$ cat src/rtl/aes_round_ctrl_if.sv
// aes_round_ctrl_if: block handshake and round-datapath strobes of the AES-128 round sequencer
interface aes_round_ctrl_if;
    logic       in_valid;
    logic       in_ready;
    logic       out_valid;
    logic       out_ready;
    logic       dp_load;
    logic       dp_round;
    logic       dp_last;
    logic [3:0] round_idx;
    logic [7:0] rcon;
    logic       busy;
    modport master (
        output in_valid, out_ready,
        input  in_ready, out_valid, dp_load, dp_round, dp_last, round_idx, rcon, busy
    );
    modport slave (
        input  in_valid, out_ready,
        output in_ready, out_valid, dp_load, dp_round, dp_last, round_idx, rcon, busy
    );
endinterface

$ cat src/rtl/aes_round_ctrl.sv
// aes_round_ctrl: iterative AES-128 sequencer driving one shared round datapath through
// the initial AddRoundKey and NR rounds, with valid/ready block input and held result output.
module aes_round_ctrl #(
    parameter int ROUND_CYCLES = 1,
    parameter int NR           = 10
) (
    input logic            clk,
    input logic            rst,
    aes_round_ctrl_if.slave bus
);
    localparam int SW = ROUND_CYCLES > 1 ? $clog2(ROUND_CYCLES) : 1;
    typedef enum logic [1:0] {IDLE, ROUND, DONE} state_t;
    state_t        state, state_nx;
    logic [SW-1:0] sub, sub_nx;
    logic [3:0]    ridx, ridx_nx;
    logic [7:0]    rc, rc_nx;
    logic          accept, step, final_step;
    always_ff @(posedge clk) begin
        if (rst) begin
            state <= IDLE;
            sub   <= '0;
            ridx  <= '0;
            rc    <= 8'h01;
        end else begin
            state <= state_nx;
            sub   <= sub_nx;
            ridx  <= ridx_nx;
            rc    <= rc_nx;
        end
    end
    // in_ready looks through to out_ready so a new block can enter as the result leaves
    always_comb begin
        bus.in_ready  = !rst && (state == IDLE || (state == DONE && bus.out_ready));
        accept        = bus.in_valid && bus.in_ready;
        step          = state == ROUND && sub == SW'(ROUND_CYCLES - 1);
        final_step    = step && ridx == 4'(NR);
        bus.dp_load   = accept;
        bus.dp_round  = !rst && step;
        bus.dp_last   = !rst && state == ROUND && ridx == 4'(NR);
        bus.out_valid = !rst && state == DONE;
        bus.busy      = !rst && state != IDLE;
        bus.round_idx = rst ? 4'd0 : ridx;
        bus.rcon      = rst ? 8'd0 : rc;
        state_nx      = accept ? ROUND : final_step ? DONE :
                        (state == DONE && bus.out_ready) ? IDLE : state;
        sub_nx        = (accept || step) ? '0 : state == ROUND ? sub + 1'b1 : sub;
        ridx_nx       = accept ? 4'd1 : final_step ? 4'd0 : step ? ridx + 4'd1 : ridx;
        rc_nx         = accept ? 8'h01 :
                        (step && !final_step) ? {rc[6:0], 1'b0} ^ (rc[7] ? 8'h1b : 8'h00) : rc;
    end
endmodule
$ cat src/flat_wrapper.sv
// flat-port wrapper written by rule: the top's interface ports become plain ports
module aes_round_ctrl_flat 
#(
    parameter int ROUND_CYCLES = 1,
    parameter int NR           = 10
)
  (clk, rst, bus_in_valid, bus_out_ready, bus_in_ready, bus_out_valid, bus_dp_load, bus_dp_round, bus_dp_last, bus_round_idx, bus_rcon, bus_busy);
  aes_round_ctrl_if bus_i ();
  input logic clk;
  input logic rst;
  input wire logic [$bits(bus_i.in_valid)-1:0] bus_in_valid;
  input wire logic [$bits(bus_i.out_ready)-1:0] bus_out_ready;
  output wire logic [$bits(bus_i.in_ready)-1:0] bus_in_ready;
  output wire logic [$bits(bus_i.out_valid)-1:0] bus_out_valid;
  output wire logic [$bits(bus_i.dp_load)-1:0] bus_dp_load;
  output wire logic [$bits(bus_i.dp_round)-1:0] bus_dp_round;
  output wire logic [$bits(bus_i.dp_last)-1:0] bus_dp_last;
  output wire logic [$bits(bus_i.round_idx)-1:0] bus_round_idx;
  output wire logic [$bits(bus_i.rcon)-1:0] bus_rcon;
  output wire logic [$bits(bus_i.busy)-1:0] bus_busy;
  assign bus_i.in_valid = bus_in_valid;
  assign bus_i.out_ready = bus_out_ready;
  assign bus_in_ready = bus_i.in_ready;
  assign bus_out_valid = bus_i.out_valid;
  assign bus_dp_load = bus_i.dp_load;
  assign bus_dp_round = bus_i.dp_round;
  assign bus_dp_last = bus_i.dp_last;
  assign bus_round_idx = bus_i.round_idx;
  assign bus_rcon = bus_i.rcon;
  assign bus_busy = bus_i.busy;
  aes_round_ctrl #(.ROUND_CYCLES(ROUND_CYCLES), .NR(NR)) u_core (.clk(clk), .rst(rst), .bus(bus_i));
endmodule
$ cat config.mk
export PLATFORM = sky130hd
export DESIGN_NAME = aes_round_ctrl_flat
export DESIGN_NICKNAME = d
export VERILOG_FILES = /design/src/rtl/aes_round_ctrl_if.sv /design/src/rtl/aes_round_ctrl.sv /design/src/flat_wrapper.sv
export SDC_FILE = /design/constraint.sdc
export NUM_CORES = 1
export LEC_CHECK = 0
export ABC_AREA = 1
export BUFFER_PORTS_ARGS = -buffer_cell sky130_fd_sc_hd__clkbuf_2
export CAP_MARGIN = 20
export CORE_ASPECT_RATIO = 1.2
export CORE_UTILIZATION = 39
export DETAILED_ROUTE_END_ITERATION = 8
export PLACE_DENSITY = 0.73
export SLEW_MARGIN = 20
export SYNTH_ARGS = -nofsm -noshare
export SYNTH_HDL_FRONTEND = slang
export SYNTH_SLANG_ARGS = --single-unit
$ cat constraint.sdc
create_clock -name clk -period 1.7 [get_ports clk]
set_input_delay 0.34 -clock clk [delete_from_list [all_inputs] [get_ports clk]]
set_output_delay 0.34 -clock clk [all_outputs]
set_load 0.01 [all_outputs]
Yosys cells after proc, flatten, opt, wreduce, memory -nomap -nowiden

Index checks and enable logic that the tools add are counted.

Bits in read-only memories: 0
Latch bits: 0
Memories: 0
Output and inout bits: 18
Memory bits (writable): 0
Bits of input ports: 4
Logic and storage cells: 45
Bits in registers: 15

$lt $le $gt $ge: 0
Equality and inequality tests: 3
Shift operators: 0
Multipliers: 0
Reductions and logical operators: 23
Multiplexer cells: 9
Add/sub/neg operators: 2
Bitwise logic cells: 2
Div/mod/pow operators: 0

Operators by type and width:

| kind                | count |
|---|---|
| $logic_and 1x1->1   | 11 |
| $mux 8              | 1 |
| $xor 8x8->8         | 1 |
| $reduce_bool 3->1   | 2 |
| $mux 5              | 1 |
| $add 4x1->4 const B | 1 |
| $eq 4x4->1 const B  | 1 |
| $mux 1              | 4 |
| $mux 2              | 2 |
| $mux 4              | 1 |
| $reduce_bool 2->1   | 2 |
| $reduce_or 2->1     | 2 |
| $reduce_or 3->1     | 1 |
| $eq 2x1->1 const B  | 1 |
| $eq 2x2->1 const B  | 1 |
| $logic_not 1->1     | 2 |
| $logic_not 2->1     | 1 |
| $logic_or 1x1->1    | 2 |
| $add 1x1->1 const B | 1 |
| $not 1->1           | 1 |

Longest topological paths before layout

Gate-level depths: netlist of run 1.

Depth after elaboration: 7
Mapped depth: 8
Depth with buffers taken out: 7

Worst setup path after synthesis of run 1

No wires, ideal clock.

Kind: reg2out
Start point: register u_core.ridx[0]
End point: output port bus_dp_last
Data arrival time: 0.960 ns
Path slack: 0.400 ns
Buffers on the path: 0
Cell stages (with the launch flop): 5
Required time: 1.360 ns
Cell sequence: dfxtp_1 inv_1 ha_1 nand3_1 nor3_1

Longest elaborated chain between the ends: 2

RTL lines:

| what                   | RTL line             | RTL |
|---|---|---|
| from (decl)            | aes_round_ctrl.sv:15 | `logic [3:0] ridx, ridx_nx;` |
| from (signal assigned) | aes_round_ctrl.sv:27 | `ridx <= ridx_nx;` |
| $eq 4x4->1             | aes_round_ctrl.sv:39 | `bus.dp_last = !rst && state == ROUND && ridx == 4'(NR);` |
| $logic_and 1x1->1      | aes_round_ctrl.sv:39 |  |
| to (decl)              | flat_wrapper.sv:17   | `output wire logic [$bits(bus_i.dp_last)-1:0] bus_dp_last;` |

Every way passes these cells.

Final worst setup path of run 1

Ends and elaborated chain as after synthesis.

==> impl_metrics.json, run 1 <==
{
  "ant_nets": 0,
  "setup_viol": 0,
  "cpPeakStageDelay_ns": 0.38,
  "setup_tns_ns": 0,
  "die-width_um": 44.6,
  "die_h_um": 53.1,
  "fin_nets": 153,
  "antenna_found_initial": 0,
  "vias": 837,
  "synth.yosys.seq_area_share_pct": 35.3,
  "vdd_drop_max_mv": 0.514,
  "slew_violations": 0,
  "final_cell_area_um2": 1040,
  "dieArea_um2": 2370,
  "switching_share_pct": 31.5,
  "grt_max_degree": 14,
  "outcome": "complete, but fails checks",
  "clkPwrFrac_pct": 25.9,
  "dpl.hpwl_um": 1340,
  "htreeDepth": 1,
  "cp-end-kind": "output port",
  "drt_iter0_drc": 17,
  "seqPwrFrac_pct": 51.6,
  "grtUsageTotal_pct": 17.7,
  "violations": "design-rule violations",
  "root_buffer": "clkbuf_4",
  "power.switching_uw": 242,
  "areaGrowthSynthToFinish_pct": 22.2,
  "worst_pin_slew_ns": 0.294,
  "cts_num_sinks": 15,
  "io_buffers": 21,
  "netlist_area_um2": 850,
  "ys_warn_count": 0,
  "num_rows": 18,
  "path_cells": "inv_4, ha_4, nand3_4, nor3_2, buf_2",
  "leakagePower_uw": 0.000482,
  "wl_per_cell_um": 10.3,
  "antenna_cells": 0,
  "fin_worst_skew_ns": 0.00583,
  "clk_pin_slew_ns": 0.09,
  "synthDistinctLibCells": 23,
  "synth_cells": 124,
  "post-route-period-util_pct": 96.0,
  "slew_headroom_pct": 80.3,
  "drive_gt1_share_pct": 30.8,
  "gp_congestion": 0.778,
  "viasPerCell": 4.76,
  "arrival_ns": 1.29,
  "cp-start-kind": "flop",
  "rsz0062_at_grt": "yes",
  "crit_required_ns": 1.36,
  "cp_slowest_cell": "dfxtp_4",
  "finalCriticalPeriod_ns": 1.63,
  "cts_buffer_depth": 2,
  "syn_avg_cell_area_um2": 6.85,
  "cap_viol_max_count": 0,
  "dp_slack_ns": 0.296,
  "grt-ovfl-total": 0,
  "power_density_nw_per_um2": 740,
  "remaining_drc_errors": 1,
  "syn_nets": 130,
  "hold_viol_final": 0,
  "io_pins": 22,
  "combPwrFrac_pct": 22.5,
  "finalWorstSetupSlack_ns": 0.0674,
  "placed_area_um2": 975,
  "synth_seq_cells": 15,
  "dr.pass1.iters": 6,
  "cts_tree": "done",
  "grt_pass1_wl_um": 3110,
  "path_class": "reg -> out",
  "numCtsBuffers": 3,
  "grt_pass1_vias": 772,
  "crit_fanout": 5,
  "clock.fmax_ghz": 0.613,
  "min_path_type": "in -> reg",
  "initial_core_util_pct": 41.5,
  "routed_wl_um": 1820,
  "clk-insertion-delay-late_ns": 0.27,
  "core_area_um2": 2050,
  "intPower_uw": 526
}
-- power by group through the flow --
| stage | clock, uW | sequential, uW | combinational [uW] |
|---|---|---|---|
| floorplan | 0 | 395 | 129 |
| global placement | 0 | 399 | 161 |
| detailed placement | 0 | 400 | 164 |
| CTS | 206 | 391 | 166 |
| global route | 229 | 400 | 199 |
| finish | 199 | 397 | 173 |
-- placed cells by master, fill, tap and decap left out, drive strengths merged, types with 3 or more instances in the layout --
| cell | count |
|---|---|
| xor2 | 3 |
| o21ai | 8 |
| clkbuf | 24 |
| nand2 | 25 |
| dfxtp | 15 |
| nand3 | 3 |
| nor2 | 29 |
| inv | 21 |
| a21oi | 8 |
-- timing repair --
item	4_1_cts	5_1_grt
hold buffers	0	0
pin swaps	0	1
buffers inserted	0	0
resized for setup	1	10
setup endpoints to repair	1	2
endpoints found under the hold margin	0	0
-- Yosys cell counts --
master    instances  area, um^2
o21ai_1           1        5.00
o21ai_2           3        26.3
nand4_1           2        12.5
nand3_2           1        10.0
buf_2             2        10.0
inv_1            21        78.8
nand3_1           2        10.0
xnor2_1           1        8.76
nor2_2            3        18.8
buf_1             1        3.75
xor2_1            3        26.3
nor2_1           25        93.8
buf_6             1        11.3
nand2_1          20        75.1
ha_1              2        25.0
dfxtp_1          15         300
nand3b_2          1        11.3
nand2_4           2        22.5
nor3_1            2        10.0
o21ai_0           4        20.0
nand2_2           3        18.8
a21oi_1           8        40.0
nor2_4            1        11.3
-- worst max-delay path, delay by kind of cell, from the launching register on --
kind,cells,cell delay (ns)
AND/OR/NAND/NOR,2,0.27
adder cells (fa/ha/maj),1,0.15
flip-flops,1,0.38
buffers and inverters,2,0.22
-- cell families (layout without fill, tap and decap cells) --
logic type	Yosys count	count (layout)	share of synthesized area (%)
flip-flops	15	15	35.3
XOR/XNOR	4	4	4.12
adder cells (fa/ha/maj)	2	2	2.95
AND/OR/NAND/NOR	62	62	34.6
buffers and inverters	25	47	12.2
AO/OA/AOI/OAI	16	16	10.8
-- area by class of cell --
| cell class | instances | area (um^2) |
|---|---|---|
| clock buffer | 4 | 26.3 |
| fill | 213 | 1010 |
| inverter | 21 | 81.3 |
| multi-input combinational | 84 | 475 |
| sequential | 15 | 305 |
| tap | 30 | 37.5 |
| timing repair buffer | 22 | 113 |
-- through the flow --
stage / util, % / total power (uW) / hold WS, ns / std cells
2_1_floorplan: - / 525 / 0.443 / 124
3_3_place_gp: 47.6 / 560 / 0.453 / 172
3_5_place_dp: 47.6 / 564 / 0.464 / 172
4_1_cts: 49.1 / 764 / 0.389 / 176
5_1_grt: 50.7 / 829 / 0.396 / 176
6_report: 50.7 / 768 / 0.399 / 176
-- flip-flops by register name (all words and copies together) (netlist names) --
signal        flops
u_core.state      2
u_core.ridx       4
u_core.sub        1
u_core.rc         8
-- per-layer routing --
| layer | global-route usage, % | vias up | wire [um] |
|---|---|---|---|
| met5 | 0 | - | 0 |
| li1 | - | 421 | - |
| met3 | 3.41 | 0 | 64 |
| met1 | 20.8 | 399 | 809 |
| met2 | 31.6 | 17 | 941 |
| met4 | 5.56 | 0 | 0 |
-- worst paths after layout --
check,from,endpoint,slack [ns],cells past startpoint
max reg2reg,u_core.ridx[0],u_core.rc[1],0.42,7
max,u_core.ridx[0],bus_dp_last,0.07,5
min,bus_out_ready,u_core.state[1],0.40,4
min reg2reg,u_core.rc[1],u_core.rc[2],0.47,2
(Power assumes the default switching activity.)
==> inputs of run 2 (changes only) <==
Clock period 1.7 ns to 2 ns, I/O delays scaled along.
==> run 2 against run 1 <==
  * The run now ends clean
  * Register-to-register slack gained 0.14 ns
  * Clock skew grew 0.0044 ns
  * Cell count shrank 0.57%
  * Total power shrank 16%
  * Sequential cell count is the same
  * Hold slack gained 0.032 ns
  * Clock power shrank 13%
==> impl_metrics.json, run 2 (synthesized netlist as in run 1, its figures left out) <==
{
  "outcome": "complete, no violations",
  "routed_wl_um": 1670,
  "dr.pass1.iters": 4,
  "fillCellCount": 214,
  "die_h_um": 53.1,
  "wl_per_cell_um": 9.54,
  "io_pins": 22,
  "areaGrowthSynthToFinish_pct": 17.1,
  "cts_buffer_depth": 2,
  "layout_commonest_cell": "nor2_1",
  "top_regs": "u_core.rc: 8 flops, u_core.ridx: 4 flops, u_core.state: 2 flops",
  "crit_required_ns": 1.60,
  "hold_buffers": 0,
  "vias": 792,
  "ctsResizeCount": 0,
  "fin_nets": 152,
  "path_cells": "inv_1, ha_1, nand3_1, nor3_1, clkbuf_2",
  "hold_viol_final": 0,
  "cp-end-kind": "output port",
  "initial_core_util_pct": 41.5,
  "antenna_found_initial": 0,
  "numCtsBuffers": 3,
  "post-route-period-util_pct": 88.3,
  "dieArea_um2": 2370,
  "root_buffer": "clkbuf_4",
  "post_cts_buffers": 0,
  "instances_no_fill": 175,
  "crit_fanout": 5,
  "drive_gt1_share_pct": 26.9,
  "final_cell_mix": "25 x nor2_1, 21 x inv_1, 21 x clkbuf_2",
  "ant_nets": 0,
  "viasPerCell": 4.53,
  "grt_pass1_vias": 688,
  "rsz0062_at_grt": "no",
  "total_power_uw": 644,
  "worst_pin_slew_ns": 0.373,
  "vdd_drop_max_mv": 0.397,
  "cts_num_sinks": 15,
  "multi_input_area_um2": 445,
  "gp_congestion": 0.814,
  "setup_tns_ns": 0,
  "cap_viol_max_count": 0,
  "path_delay_family": "flip-flops",
  "power_density_nw_per_um2": 647,
  "crit_buf_inv": 2,
  "finalCriticalPeriod_ns": 1.77,
  "cts_tree": "done",
  "holdWs_ns": 0.432,
  "grt_max_degree": 20,
  "arrival_ns": 1.37,
  "clock.fmax_ghz": 0.566,
  "htreeDepth": 1,
  "slew_violations": 0,
  "fin_worst_skew_ns": 0.0102,
  "cp_slowest_cell": "dfxtp_1",
  "min_path_type": "in -> reg",
  "grtUsageTotal_pct": 15.5,
  "slew_headroom_pct": 75.1,
  "grt-ovfl-total": 0,
  "io_buffers": 21,
  "cpPeakStageDelay_ns": 0.37,
  "placed_area_um2": 967,
  "die-width_um": 44.6,
  "seqCellArea_um2": 300,
  "grt_pass1_wl_um": 2750,
  "leakagePower_uw": 0.000479,
  "path_class": "reg -> out",
  "remaining_drc_errors": 0,
  "clk_pin_slew_ns": 0.10,
  "drt_iter0_drc": 17,
  "dpl.hpwl_um": 1250,
  "core_area_um2": 2050,
  "cp-start-kind": "flop",
  "setup_viol": 0,
  "final_cell_area_um2": 995,
  "largest_reg_flops": 8,
  "clk-insertion-delay-late_ns": 0.28,
  "max_flop_register": "u_core.rc",
  "antenna_cells": 0,
  "num_rows": 18,
  "placed_cells": 171
}
-- run 2: power breakdown --
part | leakage, uW | total [uW] | switching [uW] | internal (uW)
combinational | 0.000338 | 137 | 88.4 | 48.2
clock | 0.0000177 | 173 | 98.6 | 74.2
sequential | 0.000122 | 334 | 18.6 | 316
total | 0.000479 | 644 | 206 | 438
-- run 2: cell type report --
| cell class | count | share of cell area (%) |
|---|---|---|
| Inverter | 21 | 7.92 |
| Multi-Input combinational cell | 84 | 44.8 |
| Clock buffer | 3 | 2.26 |
| Sequential cell | 15 | 30.2 |
| Clock inverter | 1 | 0.503 |
| Timing Repair Buffer | 21 | 10.6 |
| Tap cell | 30 | 3.77 |
-- run 2: worst register-to-register path: cells and delay by family, from the launching register on --
family | cells | cell delay, ns
AO/OA/AOI/OAI | 1 | 0.19
adder cells (fa/ha/maj) | 1 | 0.21
AND/OR/NAND/NOR | 3 | 0.40
buffers and inverters | 1 | 0.10
flip-flops | 1 | 0.43
-- run 2: path summary, 6_finish.rpt --
kind                       start             end  slack, ns  depth (start not counted)
setup / recovery  u_core.ridx[0]     bus_dp_last       0.23                          5
hold / removal      bus_in_valid  u_core.ridx[0]       0.43                          3
setup reg to reg  u_core.ridx[0]    u_core.rc[4]       0.56                          6
hold reg to reg       u_core.sub      u_core.sub       0.47                          2
-- run 2: layer usage --
layer	track usage (%)	part of all wire, %	vias to the layer above
met5	0	0	-
met4	6.06	0	0
met3	2.05	5.3	0
met2	27.9	50	25
met1	18.3	45	346
li1	-	-	421
-- run 2: stage by stage --
stage	util [%]	setup slack, ns
detailed placement	47.2	0.347
finish	48.5	0.234
global placement	47.2	0.411
floorplan	-	0.640
CTS	48.5	0.219
global route	48.5	0.0773
